==> src/rtl/shift_seq_pkg.sv <==
// Shared definitions for the multi-cycle word shifter: direction codes,
// sequencer state encoding and the default lane count.
package shift_seq_pkg;

    localparam int   WORD_BYTES_DEF = 4;

    localparam logic DIR_LEFT  = 1'b0;
    localparam logic DIR_RIGHT = 1'b1;

    typedef enum logic [1:0] {
        IDLE  = 2'd0,
        MAIN  = 2'd1,
        SPILL = 2'd2,
        DONE  = 2'd3
    } seq_state_e;

endpackage

==> src/rtl/SHIFTER_8Bit.sv <==
// 8-bit logical shifter: S[3] selects right (1) or left (0), S[2:0] is the amount.
module SHIFTER_8Bit (
    input  logic [7:0] A,
    input  logic [3:0] S,
    output logic [7:0] out
);

    assign out = S[3] ? (A >> S[2:0]) : (A << S[2:0]);

endmodule

==> src/rtl/shift_sequencer.sv <==
// Word shifter built from one shared 8-bit shifter: each byte lane takes a MAIN
// cycle (own byte) and a SPILL cycle (bits carried in from the neighbouring byte).
module shift_sequencer
    import shift_seq_pkg::*;
#(
    parameter int WORD_BYTES = WORD_BYTES_DEF,
    parameter int AMT_W      = $clog2(8 * WORD_BYTES)
) (
    input  logic                    clk,
    input  logic                    rst_n,
    input  logic                    in_valid,
    output logic                    in_ready,
    input  logic [8*WORD_BYTES-1:0] in_data,
    input  logic [AMT_W-1:0]        in_amt,
    input  logic                    in_dir,
    output logic                    out_valid,
    input  logic                    out_ready,
    output logic [8*WORD_BYTES-1:0] out_data,
    output logic                    busy
);

    localparam int W      = 8 * WORD_BYTES;
    localparam int LANE_W = (WORD_BYTES > 1) ? $clog2(WORD_BYTES) : 1;
    localparam logic [LANE_W-1:0] LAST_LANE = LANE_W'(WORD_BYTES - 1);

    seq_state_e        state_q;
    logic              dir_q;
    logic [2:0]        r_q;
    logic [LANE_W-1:0] lane_q;
    logic [W-1:0]      wb_q;
    logic [W-1:0]      acc_q;
    logic [W-1:0]      acc_d;
    logic              out_valid_q;
    logic [W-1:0]      out_data_q;

    logic [W-1:0]      wb_d;
    logic [AMT_W-1:0]  byte_shift;
    logic [7:0]        wb_byte [WORD_BYTES];
    logic [7:0]        nb_byte;
    logic              nb_exists;
    logic [LANE_W-1:0] nb_idx;
    logic [7:0]        sh_a;
    logic [3:0]        sh_s;
    logic [7:0]        sh_out;
    logic              lane_or;

    // Whole-byte part of the shift is applied once at capture time.
    assign byte_shift = {in_amt[AMT_W-1:3], 3'b000};
    assign wb_d       = (in_dir == DIR_RIGHT) ? (in_data >> byte_shift) : (in_data << byte_shift);

    genvar gi;
    generate
        for (gi = 0; gi < WORD_BYTES; gi++) begin : g_lane
            assign wb_byte[gi] = wb_q[gi*8 +: 8];
        end
    endgenerate

    always_comb begin
        nb_exists = 1'b0;
        nb_idx    = lane_q;
        if (dir_q == DIR_LEFT) begin
            if (lane_q != '0) begin
                nb_exists = 1'b1;
                nb_idx    = lane_q - 1'b1;
            end
        end else begin
            if (lane_q != LAST_LANE) begin
                nb_exists = 1'b1;
                nb_idx    = lane_q + 1'b1;
            end
        end
        nb_byte = nb_exists ? wb_byte[nb_idx] : 8'd0;

        if (state_q == SPILL) begin
            sh_a    = nb_byte;
            sh_s    = {~dir_q, 3'd0 - r_q};
            // r=0 wraps the complementary amount to 0 and would copy the whole neighbour.
            lane_or = nb_exists && (r_q != 3'd0);
        end else begin
            sh_a    = wb_byte[lane_q];
            sh_s    = {dir_q, r_q};
            lane_or = (state_q == MAIN);
        end

        acc_d = acc_q;
        if (lane_or) begin
            acc_d[{lane_q, 3'b000} +: 8] = acc_q[{lane_q, 3'b000} +: 8] | sh_out;
        end
    end

    SHIFTER_8Bit u_shifter (
        .A   (sh_a),
        .S   (sh_s),
        .out (sh_out)
    );

    always_ff @(posedge clk or negedge rst_n) begin
        if (!rst_n) begin
            state_q     <= IDLE;
            dir_q       <= DIR_LEFT;
            r_q         <= 3'd0;
            lane_q      <= '0;
            wb_q        <= '0;
            acc_q       <= '0;
            out_valid_q <= 1'b0;
            out_data_q  <= '0;
        end else begin
            case (state_q)
                IDLE: begin
                    if (in_valid) begin
                        dir_q   <= in_dir;
                        r_q     <= in_amt[2:0];
                        wb_q    <= wb_d;
                        acc_q   <= '0;
                        lane_q  <= '0;
                        state_q <= MAIN;
                    end
                end
                MAIN: begin
                    acc_q   <= acc_d;
                    state_q <= SPILL;
                end
                SPILL: begin
                    acc_q <= acc_d;
                    if (lane_q == LAST_LANE) begin
                        out_valid_q <= 1'b1;
                        out_data_q  <= acc_d;
                        state_q     <= DONE;
                    end else begin
                        lane_q  <= lane_q + 1'b1;
                        state_q <= MAIN;
                    end
                end
                DONE: begin
                    if (out_ready) begin
                        out_valid_q <= 1'b0;
                        state_q     <= IDLE;
                    end
                end
                default: state_q <= IDLE;
            endcase
        end
    end

    assign in_ready  = (state_q == IDLE);
    assign busy      = (state_q != IDLE);
    assign out_valid = out_valid_q;
    assign out_data  = out_data_q;

endmodule

==> config.mk <==
export PLATFORM = sky130hd
export DESIGN_NAME = shift_sequencer
export DESIGN_NICKNAME = d
export VERILOG_FILES = /design/src/rtl/shift_seq_pkg.sv /design/src/rtl/SHIFTER_8Bit.sv /design/src/rtl/shift_sequencer.sv
export SDC_FILE = /design/constraint.sdc
export NUM_CORES = 1
export LEC_CHECK = 0
export BUFFER_PORTS_ARGS = -buffer_cell sky130_fd_sc_hd__buf_2
export CAP_MARGIN = 20
export CORE_AREA = 4 4 169 89
export CTS_CLUSTER_SIZE = 25
export DETAILED_ROUTE_END_ITERATION = 8
export DIE_AREA = 0 0 173 93
export GPL_TIMING_DRIVEN = 0
export HOLD_SLACK_MARGIN = 0.08
export MAX_ROUTING_LAYER = met4
export PLACE_DENSITY = 0.79
export SLEW_MARGIN = 20
export SYNTH_ARGS = -nofsm -noshare
export SYNTH_HDL_FRONTEND = slang
export SYNTH_SLANG_ARGS = --single-unit
==> constraint.sdc <==
create_clock -name clk -period 3.9 [get_ports clk]
set_input_delay 0.39 -clock clk [delete_from_list [all_inputs] [get_ports clk]]
set_output_delay 0.39 -clock clk [all_outputs]
set_load 0.005 [all_outputs]
==> impl_results.md, run 1 <==
- Synth Area in Simple Gates: 0.184
- Core area: 13,400 µm²
- Met2 WL: approximately 9000 µm
- Clock tree buffer depth: 2
- Worst VDD drop: 372 µV
- Max_slew headroom: 0.537
- Inserted Diodes: 0
- Combinational family with the most area after synthesis: compound AO/OA/AOI/OAI gates
- Share of layout cells above drive strength 1: 0.188
- All-layer global routing usage: 0.254
- Total grt overflow: 0
- Measured slew at the worst slew-check pin: 0.689 ns
- Global-route wire length before repair: between 30,000 and 40,000 µm
- Critical Path RT: 4.18 ns
- Max Clock Skew: 0.00758 ns
- Avg Vias per Cell: 6.33
- Max_cap viols: 0
- Place WS: -0.132 ns
- CTS tree: yes
- Placed cells: 1,013
- Hold Violations, Final: 0
- TNS Setup: 0 ns
- PortBufs: 76
- Wire length on met3: ~1700 µm
- Asr flop ratio synth: 1.00
- Synth Flop Type: dfrtp_1
- Outcome: finished clean
- Die X: about 170 µm
- Ys Warns: 0
- Clk sinks: between 100 and 150
- Post-Synth Adder-Cell Area: 0.0242
- Worst hold margin: between 0.2 and 0.25 ns
- Crit Path Max Fanout: 10
- Mapped cell area: 6720 µm²
- # DRC: 0
- Syn nets: 815
- Yosys reg bits: 105
- Top cell type by total area after synthesis: dfrtp_1
- Num CTS Buffers: 9
- Initial cell density of the core: 0.500
- Die ar.: ~16,000 µm²
- Minimum clock period: 3.69 ns
- Worst-Skew Late Latency: 0.35 ns
- Seq/Total Area, Yosys: 0.391
- Crit end category: flip-flop
- CTS HTree Levels: 3
- Routed vias: approximately 6.5k
- Post-synth top area share: 0.391
- RSZ-0062 raised after global routing: false
- Clock slew at reported path FFs: roughly 0.080 ns
- Xor/xnor share of the synthesized area: 0.00372
- Fmax: 0.271 GHz
- Die Y-Extent: 93 µm
- EDFF count, synth: 0
- Syn Area/Cell: 8.84 µm²
- HPWL Detailed: 14,800 µm
- Placer Congestion: 0.969
- Met1 wire length: 8900 µm
- CP Launch Type: flip-flop
- Final setup viols: 0
- Core Rows: 30
- Final slew viol count: 0
- Setup CP Type: reg -> reg
- Setup bufs post-CTS: 0
- Commonest non-fill, non-tap cell in the layout: dfrtp_1
- Highest metal used: met4
- Synth-to-layout area growth: 14.4%
- Hold Path Class: in -> reg
- Post-synthesis cell type count: 68
- Synth area leaders: dfrtp_1, a21oi_1, mux4_2
- Wire per inst: 19.3 µm
- Antenna viol nets, final: 0
- Pwr dens: slightly below 900 nW/µm²
- P_leak: around 3.3 nW
- Worst Path Arrival: 3.97 ns
- Router iterations before antenna repair: 5
- Routed WL: 19,900 µm
- Most frequent cells in the layout: dfrtp_1, a21oi_1, buf_2, nand2_1, nor2_1
- Vias in the first global route: roughly 6.1k
- I/O pin count: 77
- Post-synthesis mux area share: 0.102
- Tot Pwr: about 6.6 mW
- Largest net degree at the start of global routing: 65
- Root buf cell: clkbuf_16
- Post-route clock period utilization: 0.945
- Synth Area in Compound Gates: 0.251
- Initial antenna violation count: 0
- Number of DRC markers in iteration 0: 658
- Post-synthesis cell count: 760
- Final #Nets: ~900
- Final worst-path setup slack: between 0.2 and 0.25 ns
- Post-route non-filler standard cell count: 1,029
critical path, stage by stage (launching register included):
cell	delay, ns
dfrtp_1	0.49
buf_6	0.18
buf_4	0.24
inv_1	0.15
ha_1	0.29
nor2_2	0.26
buf_2	0.26
o21ai_0	0.11
a21oi_1	0.28
nor3_4	0.12
nor3_1	0.27
nor4_2	0.12
o31ai_1	0.60
a22o_1	0.23
cells by family (layout without fill, tap and decap cells):
logic type / count (synthesis) / count (layout)
AO/OA/AOI/OAI: 268 / 268
XOR/XNOR: 2 / 2
adder cells (fa/ha/maj): 13 / 13
buffers and inverters: 68 / 161
flip-flops: 105 / 105
multiplexers: 47 / 47
AND/OR/NAND/NOR: 257 / 257
per-layer routing:
metal  up-vias  global-route usage
met2       380               0.393
met4         0              0.0670
met1      3118               0.351
met3        38              0.0436
met5         -                   -
li1       2979                   -
power by group:
group          internal, mW  switching, mW  leakage, nW
Combinational          1.44           2.51         1.86
Clock                 0.462          0.436        0.136
Sequential             1.47          0.322         1.35
stage by stage:
stage / utilization / instance area, µm²
2_1_floorplan: - / 6720
3_3_place_gp: 0.545 / 7320
3_5_place_dp: 0.547 / 7360
4_1_cts: 0.570 / 7660
5_1_grt: 0.572 / 7690
6_report: 0.572 / 7690
final cells by class:
cell class	instances	area, µm²
clock inverters	5	46.3
inverters	15	56.3
plain buffers	52	236
well taps	176	220
repair buffers	78	424
multi-input cells	587	3830
fillers	1214	5750
clock buffers	11	243
flip-flops and latches	105	2630
cells in the mapped netlist, drive strengths merged (2+ instances only):
master	instances
o211ai	2
o32ai	2
a21oi	87
o21ai	64
a221o	3
inv	12
nand3b	2
a311oi	3
mux2i	21
nor3	22
nand2	86
clkbuf	30
dfrtp	105
mux4	16
nor2b	16
a22oi	25
and2	3
nor2	74
o21a	14
mux2	10
and3	6
clkinv	3
a21o	8
ha	13
or3	2
o22ai	24
nand3	30
or4	3
nor4	5
or2	4
a22o	13
buf	23
a31oi	4
o221ai	7
path summary, 6_finish.rpt:
check                            start            to  slack (ns)  depth (start not counted)
setup / recovery             lane_q[0]      acc_q[1]        0.21                         13
hold / removal               in_amt[0]        r_q[0]        0.25                          3
setup reg to reg             lane_q[0]      acc_q[1]        0.21                         13
hold reg to reg            out_data[1]   out_data[1]        0.46                          2
max in group asynchronous        rst_n  out_data[12]        2.74                          3
min in group asynchronous        rst_n       wb_q[8]        0.51                          2
registers in the layout, summed over array words and instances, names as in the netlist:
signal / cells
out_data: 32
r_q: 3
acc_q: 32
wb_q: 32
dir_q: 1
state_q: 2
lane_q: 2
out_valid: 1
what timing repair did:
action                                  CTS  global route
hold endpoints to repair                 41             0
gates cloned                              0             0
endpoints found under the setup margin   10            16
gates resized for setup                   1             8
hold buffers                              1             0
Power figures use the tool's default switching activity.
==> run 2: changes to the inputs <==
--- a/config.mk
+++ b/config.mk
@@ -14,7 +14,7 @@
 export GPL_TIMING_DRIVEN = 0
 export HOLD_SLACK_MARGIN = 0.08
 export MAX_ROUTING_LAYER = met4
-export PLACE_DENSITY = 0.79
+export PLACE_DENSITY = 0.7
 export SLEW_MARGIN = 20
 export SYNTH_ARGS = -nofsm -noshare
 export SYNTH_HDL_FRONTEND = slang
==> run 2 against run 1 <==
Die area unchanged. Global-route usage grew 0.47 points. Final cell count hardly changed. Final area about the same. Fmax grew 1.0%. Critical path type unchanged. Critical endpoint is now acc_q[28].
==> impl_results.md, run 2 (same netlist as run 1, synthesis figures left out) <==
- Largest net degree at the start of global routing: 74
- Place WS: -0.00436 ns
- Wire per inst: roughly 20 µm
- Crit end category: flip-flop
- Crit Path Max Fanout: 10
- Reg2reg path depth: 14
- Core area: approximately 13,000 µm²
- Initial antenna violation count: 0
- Design area: about 7700 µm²
- Critical path endpoint: acc_q[28]
- Clock tree buffer depth: 2
- Core Rows: 30
- Hold Crit Start: in_amt[0]
- Global-route wire length before repair: 32,900 µm
- Initial cell density of the core: 0.500
- Die X: 173 µm
- Tot Pwr: 6.63 mW
- Final worst-path setup slack: 0.251 ns
- Area of the multi-input gates: 3810 µm²
- Setup bufs post-CTS: 0
- Clk sinks: 105
- Antenna viol nets, final: 0
- Pwr dens: 863 nW/µm²
- Final #Nets: 903
- Max Clock Skew: 0.00947 ns
- Reg2reg start: lane_q[0]
- Worst Path Arrival: 3.87 ns
- HPWL Detailed: 14,800 µm
- Worst hold margin: 0.234 ns
- CP Launch Type: flip-flop
- Setup crit start: lane_q[0]
- Num CTS Buffers: 9
- R2R setup slack: 0.25 ns
- Fmax: 0.274 GHz
- Outcome: finished clean
- Final setup viols: 0
- Measured slew at the worst slew-check pin: 0.720 ns
- Hold Violations, Final: 0
- Root buf cell: clkbuf_16
- RSZ-0062 raised after global routing: false
- Clock slew at reported path FFs: roughly 0.080 ns
- Share of layout cells above drive strength 1: 0.188
- Number of DRC markers in iteration 0: just under 800
- PortBufs: 76
- FF-to-FF End: acc_q[28]
- Total grt overflow: 0
- Synth-to-layout area growth: 14.2%
- # DRC: 0
- Inserted Diodes: 0
- Final slew viol count: 0
- P_leak: 3.34 nW
- Max_slew headroom: 0.517
- Router iterations before antenna repair: 6
- Hold Path Class: in -> reg
- Vias in the first global route: around 6.2k
- Worst-Skew Late Latency: 0.35 ns
- Die Y-Extent: 93 µm
- Worst VDD drop: 398 µV
- Die ar.: 16,100 µm²
- Area after DPL: around 7400 µm²
- Routed WL: 20,100 µm
- Routed vias: 6,474
- Placer Congestion: 0.956
- Post-route clock period utilization: 0.936
- CTS HTree Levels: 3
- Commonest non-fill, non-tap cell in the layout: dfrtp_1
- Critical Path RT: just over 4 ns
- Setup CP Type: reg -> reg
- All-layer global routing usage: 0.258
- Max_cap viols: 0
- Avg Vias per Cell: 6.30
- Fillers: around 1.2k
- Register area: approximately 2600 µm²
- CTS tree: yes
- Minimum clock period: 3.65 ns
- Most frequent cells in the layout: dfrtp_1, a21oi_1, buf_2, nand2_1, nor2_1
- I/O pin count: 77
-- run 2: cell count changes in the layout (fill, tap and decap cells not counted) --
| cell | before | now |
|---|---|---|
| nor3_4 | 6 | 3 |
| a2111oi_2 | 1 | 0 |
| bufinv_16 | 0 | 1 |
| a2111oi_0 | 0 | 1 |
| o31ai_1 | 1 | 0 |
| clkbuf_8 | 1 | 0 |
| o31ai_2 | 0 | 1 |
| clkbuf_1 | 29 | 28 |
| nor3_2 | 2 | 5 |
-- run 2: worst min-delay path by stage --
stage                        endpoint  slack (ns)  depth (start not counted)
after floorplan              acc_q[0]        0.09                          0
after global placement    out_data[6]        0.44                          2
after detailed placement     wb_q[13]        0.29                          1
after CTS                      r_q[0]        0.23                          3
after global routing           r_q[2]        0.24                          3
final                          r_q[0]        0.23                          3
-- run 2: what timing repair did --
action / CTS / global route
pin swaps: 0 / 1
gates cloned: 0 / 0
hold buffers: 1 / 0
endpoints found under the setup margin: 7 / 10
resized for setup: 0 / 5
endpoints found under the hold margin: 32 / 0
-- run 2: worst max-delay path, cell delays in order, from the launching register on --
cell	delay, ns
dfrtp_1	0.48
buf_6	0.18
buf_4	0.25
inv_1	0.16
ha_1	0.29
or2_1	0.24
buf_2	0.17
buf_4	0.18
nand3_1	0.08
a21oi_1	0.08
nor3_2	0.45
mux2i_1	0.17
a31oi_1	0.26
o211a_1	0.37
o21ai_0	0.17
-- run 2: area by class of cell --
class                           count  share of cell area
Buffer                             52              0.0308
Timing Repair Buffer               78              0.0552
Sequential cell                   105               0.342
Tap cell                          176              0.0287
Multi-Input combinational cell    587               0.496
Clock buffer                        9              0.0293
Inverter                           15             0.00733
Clock inverter                      6             0.00994
-- run 2: report_power, final --
| part | internal (mW) | leakage (nW) | switching (mW) |
|---|---|---|---|
| Sequential | 1.47 | 1.35 | 0.311 |
| Combinational | 1.43 | 1.85 | 2.47 |
| Clock | 0.505 | 0.142 | 0.434 |
| Total | 3.41 | 3.34 | 3.22 |
-- run 2: layer usage --
metal	part of all wire	vias up	global-route usage
li1	-	2975	-
met1	0.46	3122	0.357
met2	0.44	341	0.410
met3	0.077	36	0.0448
met4	0.015	0	0.0504
met5	0	-	-
-- run 2: through the flow --
stage	util	setup TNS, ns	std cells
final	0.571	0	1028
after global placement	0.545	0	1012
after floorplan	-	0	760
after CTS	0.570	0	1028
after global routing	0.571	0	1028
after detailed placement	0.547	-0.0134	1013
